`src/rtl/alu_exec_unit.sv`:
```
// Handshaked ALU execution unit: single-cycle add/sub/and/or/slt, bit-serial
// shifts and shift-add multiply driven by an IDLE/BUSY/DONE state machine.
module alu_exec_unit #(
  parameter int WIDTH = 32
) (
  input  logic             clk_i,
  input  logic             rst_n_i,
  input  logic             in_valid_i,
  output logic             in_ready_o,
  input  logic [2:0]       alu_control_i,
  input  logic [WIDTH-1:0] src_a_i,
  input  logic [WIDTH-1:0] src_b_i,
  output logic             out_valid_o,
  input  logic             out_ready_i,
  output logic [WIDTH-1:0] result_o,
  output logic             zero_o,
  output logic             busy_o
);

  localparam int SW = $clog2(WIDTH);
  localparam int CW = SW + 1;

  typedef enum logic [1:0] {IDLE, BUSY, DONE} state_t;
  typedef enum logic [1:0] {IT_SLL, IT_SRL, IT_MUL} iter_t;

  state_t           state;
  iter_t            iter;
  logic [CW-1:0]    count;
  logic [WIDTH-1:0] op_a;
  logic [WIDTH-1:0] op_b;
  logic [WIDTH-1:0] acc;
  logic [WIDTH-1:0] result;
  logic             zero;
  logic [WIDTH-1:0] quick_result;
  logic             slt_bit;

  assign slt_bit = $signed(src_a_i) < $signed(src_b_i);

  always_comb begin
    quick_result = '0;
    case (alu_control_i)
      3'b000:  quick_result = src_a_i + src_b_i;
      3'b001:  quick_result = src_a_i - src_b_i;
      3'b010:  quick_result = src_a_i & src_b_i;
      3'b011:  quick_result = src_a_i | src_b_i;
      3'b101:  quick_result = {{(WIDTH-1){1'b0}}, slt_bit};
      default: quick_result = '0;
    endcase
  end

  // Shifts reuse acc as the shifting value; mul uses acc as the product sum.
  always_ff @(posedge clk_i or negedge rst_n_i) begin
    if (!rst_n_i) begin
      state  <= IDLE;
      iter   <= IT_SLL;
      count  <= '0;
      op_a   <= '0;
      op_b   <= '0;
      acc    <= '0;
      result <= '0;
      zero   <= 1'b0;
    end else begin
      case (state)
        IDLE: begin
          if (in_valid_i) begin
            case (alu_control_i)
              3'b100: begin
                iter  <= IT_SLL;
                acc   <= src_a_i;
                count <= {1'b0, src_b_i[SW-1:0]};
                state <= BUSY;
              end
              3'b110: begin
                iter  <= IT_SRL;
                acc   <= src_a_i;
                count <= {1'b0, src_b_i[SW-1:0]};
                state <= BUSY;
              end
              3'b111: begin
                iter  <= IT_MUL;
                acc   <= '0;
                op_a  <= src_a_i;
                op_b  <= src_b_i;
                count <= CW'(WIDTH);
                state <= BUSY;
              end
              default: begin
                result <= quick_result;
                zero   <= (quick_result == '0);
                state  <= DONE;
              end
            endcase
          end
        end
        BUSY: begin
          if (count != '0) begin
            case (iter)
              IT_SLL: acc <= acc << 1;
              IT_SRL: acc <= acc >> 1;
              default: begin
                if (op_b[0]) acc <= acc + op_a;
                op_a <= op_a << 1;
                op_b <= op_b >> 1;
              end
            endcase
            count <= count - 1'b1;
          end else begin
            result <= acc;
            zero   <= (acc == '0);
            state  <= DONE;
          end
        end
        DONE: begin
          if (out_ready_i) state <= IDLE;
        end
        default: state <= IDLE;
      endcase
    end
  end

  assign in_ready_o  = (state == IDLE);
  assign busy_o      = (state == BUSY);
  assign out_valid_o = (state == DONE);
  assign result_o    = result;
  assign zero_o      = zero;

endmodule
```
`config.mk`:
```
export PLATFORM = sky130hd
export DESIGN_NAME = alu_exec_unit
export DESIGN_NICKNAME = d
export VERILOG_FILES = /design/src/rtl/alu_exec_unit.sv
export SDC_FILE = /design/constraint.sdc
export NUM_CORES = 1
export LEC_CHECK = 0
export BUFFER_PORTS_ARGS = -buffer_cell sky130_fd_sc_hd__buf_2
export CAP_MARGIN = 20
export CORE_UTILIZATION = 56
export DETAILED_ROUTE_END_ITERATION = 10
export GPL_TIMING_DRIVEN = 0
export PLACE_DENSITY_LB_ADDON = 0.25
export REMOVE_ABC_BUFFERS = 1
export SYNTH_ARGS = -nofsm -noshare
export SYNTH_HDL_FRONTEND = slang
export SYNTH_SLANG_ARGS = --single-unit
export TNS_END_PERCENT = 10
```
`constraint.sdc`:
```
create_clock -name clk_i -period 3.53 [get_ports clk_i]
set_clock_uncertainty 0.2 [all_clocks]
set_input_delay 0.353 -clock clk_i [delete_from_list [all_inputs] [get_ports clk_i]]
set_output_delay 0.353 -clock clk_i [all_outputs]
set_load 0.02 [all_outputs]
```
* Word level (Yosys, flattened, before mapping)
Index checks and enable logic that the tools add are counted.
Word-level totals: memory bits (writable) 0, latch bits 0, ROM bits 0, memories 0, logic and storage cells 86, bits in registers 139
Operators by class: reductions and logical operators 17, shift-type cells 0, equal/unequal tests 19, order comparisons 1, $add $sub $neg 4, div/mod/pow operators 0, bitwise logic cells 2, muxes and demuxes 35, multiply operators 0
Operators with widths (count):
- $mux W32 | 14
- $pmux W32 S2 | 6
- $pmux W32 S5 | 1
- $add A32 B32 Y32 | 2
- $logic_not A32 Y1 | 2
- $and A32 B32 Y32 | 1
- $lt A32 B32 Y1 | 1
- $or A32 B32 Y32 | 1
- $sub A32 B32 Y32 | 1
- $pmux W6 S2 | 2
- $eq A3 B3 Y1 const B | 4
- $mux W6 | 2
- $pmux W2 S3 | 2
- $reduce_and A5 Y1 | 2
- $mux W2 | 4
- $ne A2 B2 Y1 const B | 4
- $reduce_and A4 Y1 | 2
- $eq A3 B2 Y1 const B | 2
- $ne A2 B1 Y1 const B | 3
- $reduce_and A3 Y1 | 2
- $reduce_bool A6 Y1 | 1
- $sub A6 B1 Y6 const B | 1
- $eq A2 B1 Y1 const B | 2
- $logic_not A2 Y1 | 2
- other kinds (11) | 14

* Logic depth before layout (Yosys ltp)
depth after elaboration 6, depth in mapped cells 15, depth with buffers taken out 15

* Worst setup path before layout
Ideal clock, no wire load.
path kind register -> register, from register acc[0], to register acc[24], clock period less this slack 3365 ps, arrival time 3042 ps, setup time 123 ps, slack 165 ps, stages on the path, launching flop included 16, cells stage by stage dfrtp_1 -> ha_1 -> inv_1 -> fa_1 -> nor2b_4 -> o31a_1 -> o311a_4 -> o21ai_2 -> o21ai_2 -> a21o_1 -> a211o_2 -> a31o_1 -> a21oi_2 -> xnor2_1 -> a221oi_2 -> o21ai_1
Between the ends: longest elaborated chain between the ends 5
RTL lines:
- start, declared | line 31 | logic [WIDTH-1:0] acc;
- start signal, assigned | line 69 | acc <= src_a_i;
- start signal, assigned | line 75 | acc <= src_a_i;
- start signal, assigned | line 98 | IT_SLL: acc <= acc << 1;
- $add A32 B32 Y32 | line 101 | if (op_b[0]) acc <= acc + op_a;
- $mux W32 | line 101
- $pmux W32 S2 | line 97 | case (iter)
- $mux W32 | line 96 | if (count != '0) begin
- $pmux W32 S2 | line 63 | case (state)
Every way passes these cells. The select of a mux whose other input is x is not followed. A chain may end at the register's enable or synchronous reset.

* Final worst setup path
from input port src_b_i[4], to register zero, in the netlist zero_o
Between the ends: longest elaborated chain between the ends 6
RTL lines:
- start, declared | line 12 | input logic [WIDTH-1:0] src_b_i,
- $sub A32 B32 Y32, or another cell as far along | line 43 | 3'b001: quick_result = src_a_i - src_b_i;
- $pmux W32 S5 (*) | line 41 | case (alu_control_i)
- $logic_not A32 Y1 (*) | line 89 | zero <= (quick_result == '0);
- $mux W1 (*) | line 66 | case (alu_control_i)
- $mux W1 (*) | line 65 | if (in_valid_i) begin
- $pmux W1 S2 (*) | line 63
- end signal, assigned | line 89
- end signal, assigned | line 109 | zero <= (acc == '0);
- end, declared | line 33 | logic zero;
Mark *: on every way between the ends. The rest lies on a longest branch, timed or not. The select of a mux whose other input is x is not followed.

==> results.md <==
* #FFs+latches synth at 139
* Average cell area after synthesis at 7.62 sq um
* Worst-Skew Late Latency at between 0.4 and 0.5 ns
* IO Pins at between 100 and 150
* EDFF count, synth at 0
* Synth-to-layout area growth at 15.9%
* Largest cells by area after synthesis: dfrtp_1 25%, ha_1 13%, a21oi_1 7.1%
* Slowest cell on crit path: a31o_2
* CP bufs+invs at 3
* Part of the cycle the worst path needs at 1.04
* Leak at 7.14 nW
* Predominant post-synthesis flop cell: dfrtp_1
* Post-synth top area share at 0.251
* Cell Pwr Density at 782 mW/mm^2
* Total Routing Usage GR at 0.378
* # port buffers at 106
* Detailed Route Iter0 Violations at 1609
* Worst Setup Start Kind: primary input
* Initial Util at 0.570
* Peak Freq at 272 MHz
* Setup WS pre-CTS at -1.17 ns
* Worst-path clk slew at 0.06 ns
* Final RePlAce weighted congestion at 0.988
* Hold Path Depth at 3
* Status: finished with violations
* First-pass GRT wire length at roughly 76000 microns
* Row count at 57
* Share of layout cells above drive strength 1 at 0.167
* Initial antenna violation count at 0
* Top-count cell post-synth: nor2_1
* Endpoints failing setup at 7
* FF-to-FF setup slack at -0.10 ns
* Pin count of the biggest net entering global routing at 95
* ANT nets after route at 0
* Commonest cells post-synth: 203 x nor2_1, 198 x a21oi_1, 194 x nand2_1
* Seq/Total Area, Yosys at 0.251
* Hold_sp: src_a_i[0]
* CP dominant cell by count: inv_1
* WHS Endpoint: op_a[0]
* Gate Count Post-Synth at 1819
* Overflow after GRT at 0
* Reg2reg start: acc[1]
* Critical path type: in2reg
* Worst path arrival time at 3.84 ns
* H-tree Lvls at 4
* Num CTS Buffers at 17
* Vias in the first global route at 13400
* Peak supply drop at 0.000919 V
* Final nets at 2093
* Worst-Margin Slew at around 1.0 ns
* Core Box Area at 0.0243 sq mm
* Synthesized area at 0.0139 sq mm
* Distinct cells, synth at 88
* Crit. End Element: flop
* RR Endpoint: acc[27]
* Final hold vios at 0
* Bufs on Longest Clock Path at 2
* Critical Path RT at 3.69 ns
* Asr flop ratio synth at 1.00
* Slew Limit Headroom at 0.303
* # DRC at 0
* Routed vias at 14600
* R2R depth at 13
* Family with the most delay on the worst path: compound AO/OA/AOI/OAI gates
* Crit-path cells: buf_2 > inv_1 > ha_2 > inv_1 > o311a_1 > o211ai_1 > a31o_2 > a22oi_2 > a211o_1 > a311oi_2 > nor4b_2 > nand3_1 > nor4_2 > nand4_1 > o21ai_1
* Fillcell total at 2144
* RSZ-0062 raised after global routing: true
* Die Y at 159 microns
* Multi-input gate area at roughly 0.010 sq mm
* TritonRoute pass-1 iters at 5
* Final Core Density at 0.660
* CTS tree: built
* CP max stage delay at 0.36 ns
* Hold Path Class: in2reg
* CTS Sinks at roughly 140
* Area leader, netlist: dfrtp_1
* Wirelength per Cell at 22.6 microns
* Register Area at roughly 0.0035 sq mm
* Die area at roughly 0.025 sq mm
* Die X at 159 microns
* WL final at 49900 microns
* N_diodes at 0
* Max Slew Vio Count at 0
* Maxcap violations at 0
* Clock root buffer: clkbuf_16
* Vias per cell at 6.61
* Crit path time final at 3.68 ns
* CP max FO at 8
* PnR worst setup slack at -0.150 ns
* Dpl hpwl at 34400 microns
* Failing checks: setup timing
* YS warnings at 0
==> worst min-delay path: cells and delay by family <==
family          cells  cell delay, ns
compound gates      1            0.07
buf+inv             2            0.22
==> flip-flops by register name (all words and copies together) (netlist names) <==
name and flops:
count 6, iter 2, result_o 32, op_a 32, state 2, zero_o 1
op_b 32, acc 32
==> placed cells by master (no fill, tap or decap), types with 18 or more instances in the layout <==
| master | count |
|---|---|
| ha_1 | 120 |
| nor3_1 | 39 |
| nand3_1 | 20 |
| clkbuf_16 | 18 |
| buf_2 | 104 |
| o211ai_1 | 19 |
| a21o_1 | 25 |
| inv_1 | 99 |
| xnor2_1 | 34 |
| nor2_1 | 197 |
| a211oi_1 | 35 |
| nand2_1 | 191 |
| dfrtp_1 | 131 |
| o21ai_0 | 172 |
| mux2i_1 | 43 |
| a21oi_1 | 191 |
| buf_4 | 23 |
==> stage by stage <==
stage	area [sq um]	std cells	TNS (ns)	power, mW	hold slack [ns]
after floorplan	13400	1710	-233.66	7.66	-0.143
after global placement	14300	2140	-673.64	9.42	0.258
after detailed placement	14600	2151	-30.75	9.83	0.174
after CTS	15600	2194	-0.501	12.1	0.0419
after global routing	16100	2211	-1.29	13.3	0.0571
final	16100	2211	-0.471	12.6	0.0570
==> per-layer routing <==
metal / GRT usage / vias to the layer above / part of all wire
li1: - / 6666 / -
met1: 0.539 / 7029 / 0.43
met2: 0.577 / 800 / 0.45
met3: 0.0662 / 126 / 0.092
met4: 0.128 / 0 / 0.031
met5: 0 / - / 0
==> worst max path at each step <==
stage                           from       to  cells after the start
floorplan                   state[1]  acc[11]                      6
detailed placement  alu_control_i[0]   zero_o                     13
global placement            state[1]  acc[11]                      6
CTS                       src_a_i[0]   zero_o                     16
global route              src_a_i[0]   zero_o                     16
finish                    src_b_i[4]   zero_o                     15
==> repair_timing <==
item | in CTS | in global routing
endpoints found under the hold margin | 63 | 0
gates resized for setup | 56 | 74
pin swaps | 16 | 24
endpoints found under the setup margin | 25 | 46
gates cloned | 3 | 1
hold buffers | 2 | 0
setup buffers | 7 | 16
==> logic make-up (layout without fill, tap and decap cells) <==
family                   after synthesis  after routing  synth area share
AO/OA/AOI/OAI                        647            648             0.295
AND/OR/NAND/NOR                      562            563             0.181
buffers and inverters                220            286            0.0665
adder cells (fa/ha/maj)              147            147             0.134
flip-flops                           139            139             0.251
multiplexers                          56             56            0.0415
XOR/XNOR                              48             48            0.0303
==> power by group <==
part	internal [mW]	switching [mW]	total [mW]
Sequential	2.32	0.887	3.21
Combinational	2.91	4.57	7.47
Clock	1.06	0.818	1.88
==> final cells by class <==
| type | instances | area share |
|---|---|---|
| multi-input cells | 1462 | 0.627 |
| flip-flops and latches | 139 | 0.217 |
| clock inverters | 12 | 0.00880 |
| repair buffers | 143 | 0.0658 |
| repair inverters | 1 | 0.000312 |
| clock buffers | 19 | 0.0276 |
| well taps | 324 | 0.0252 |
| inverters | 111 | 0.0276 |
No activity file was read; power rests on OpenSTA's default activity.
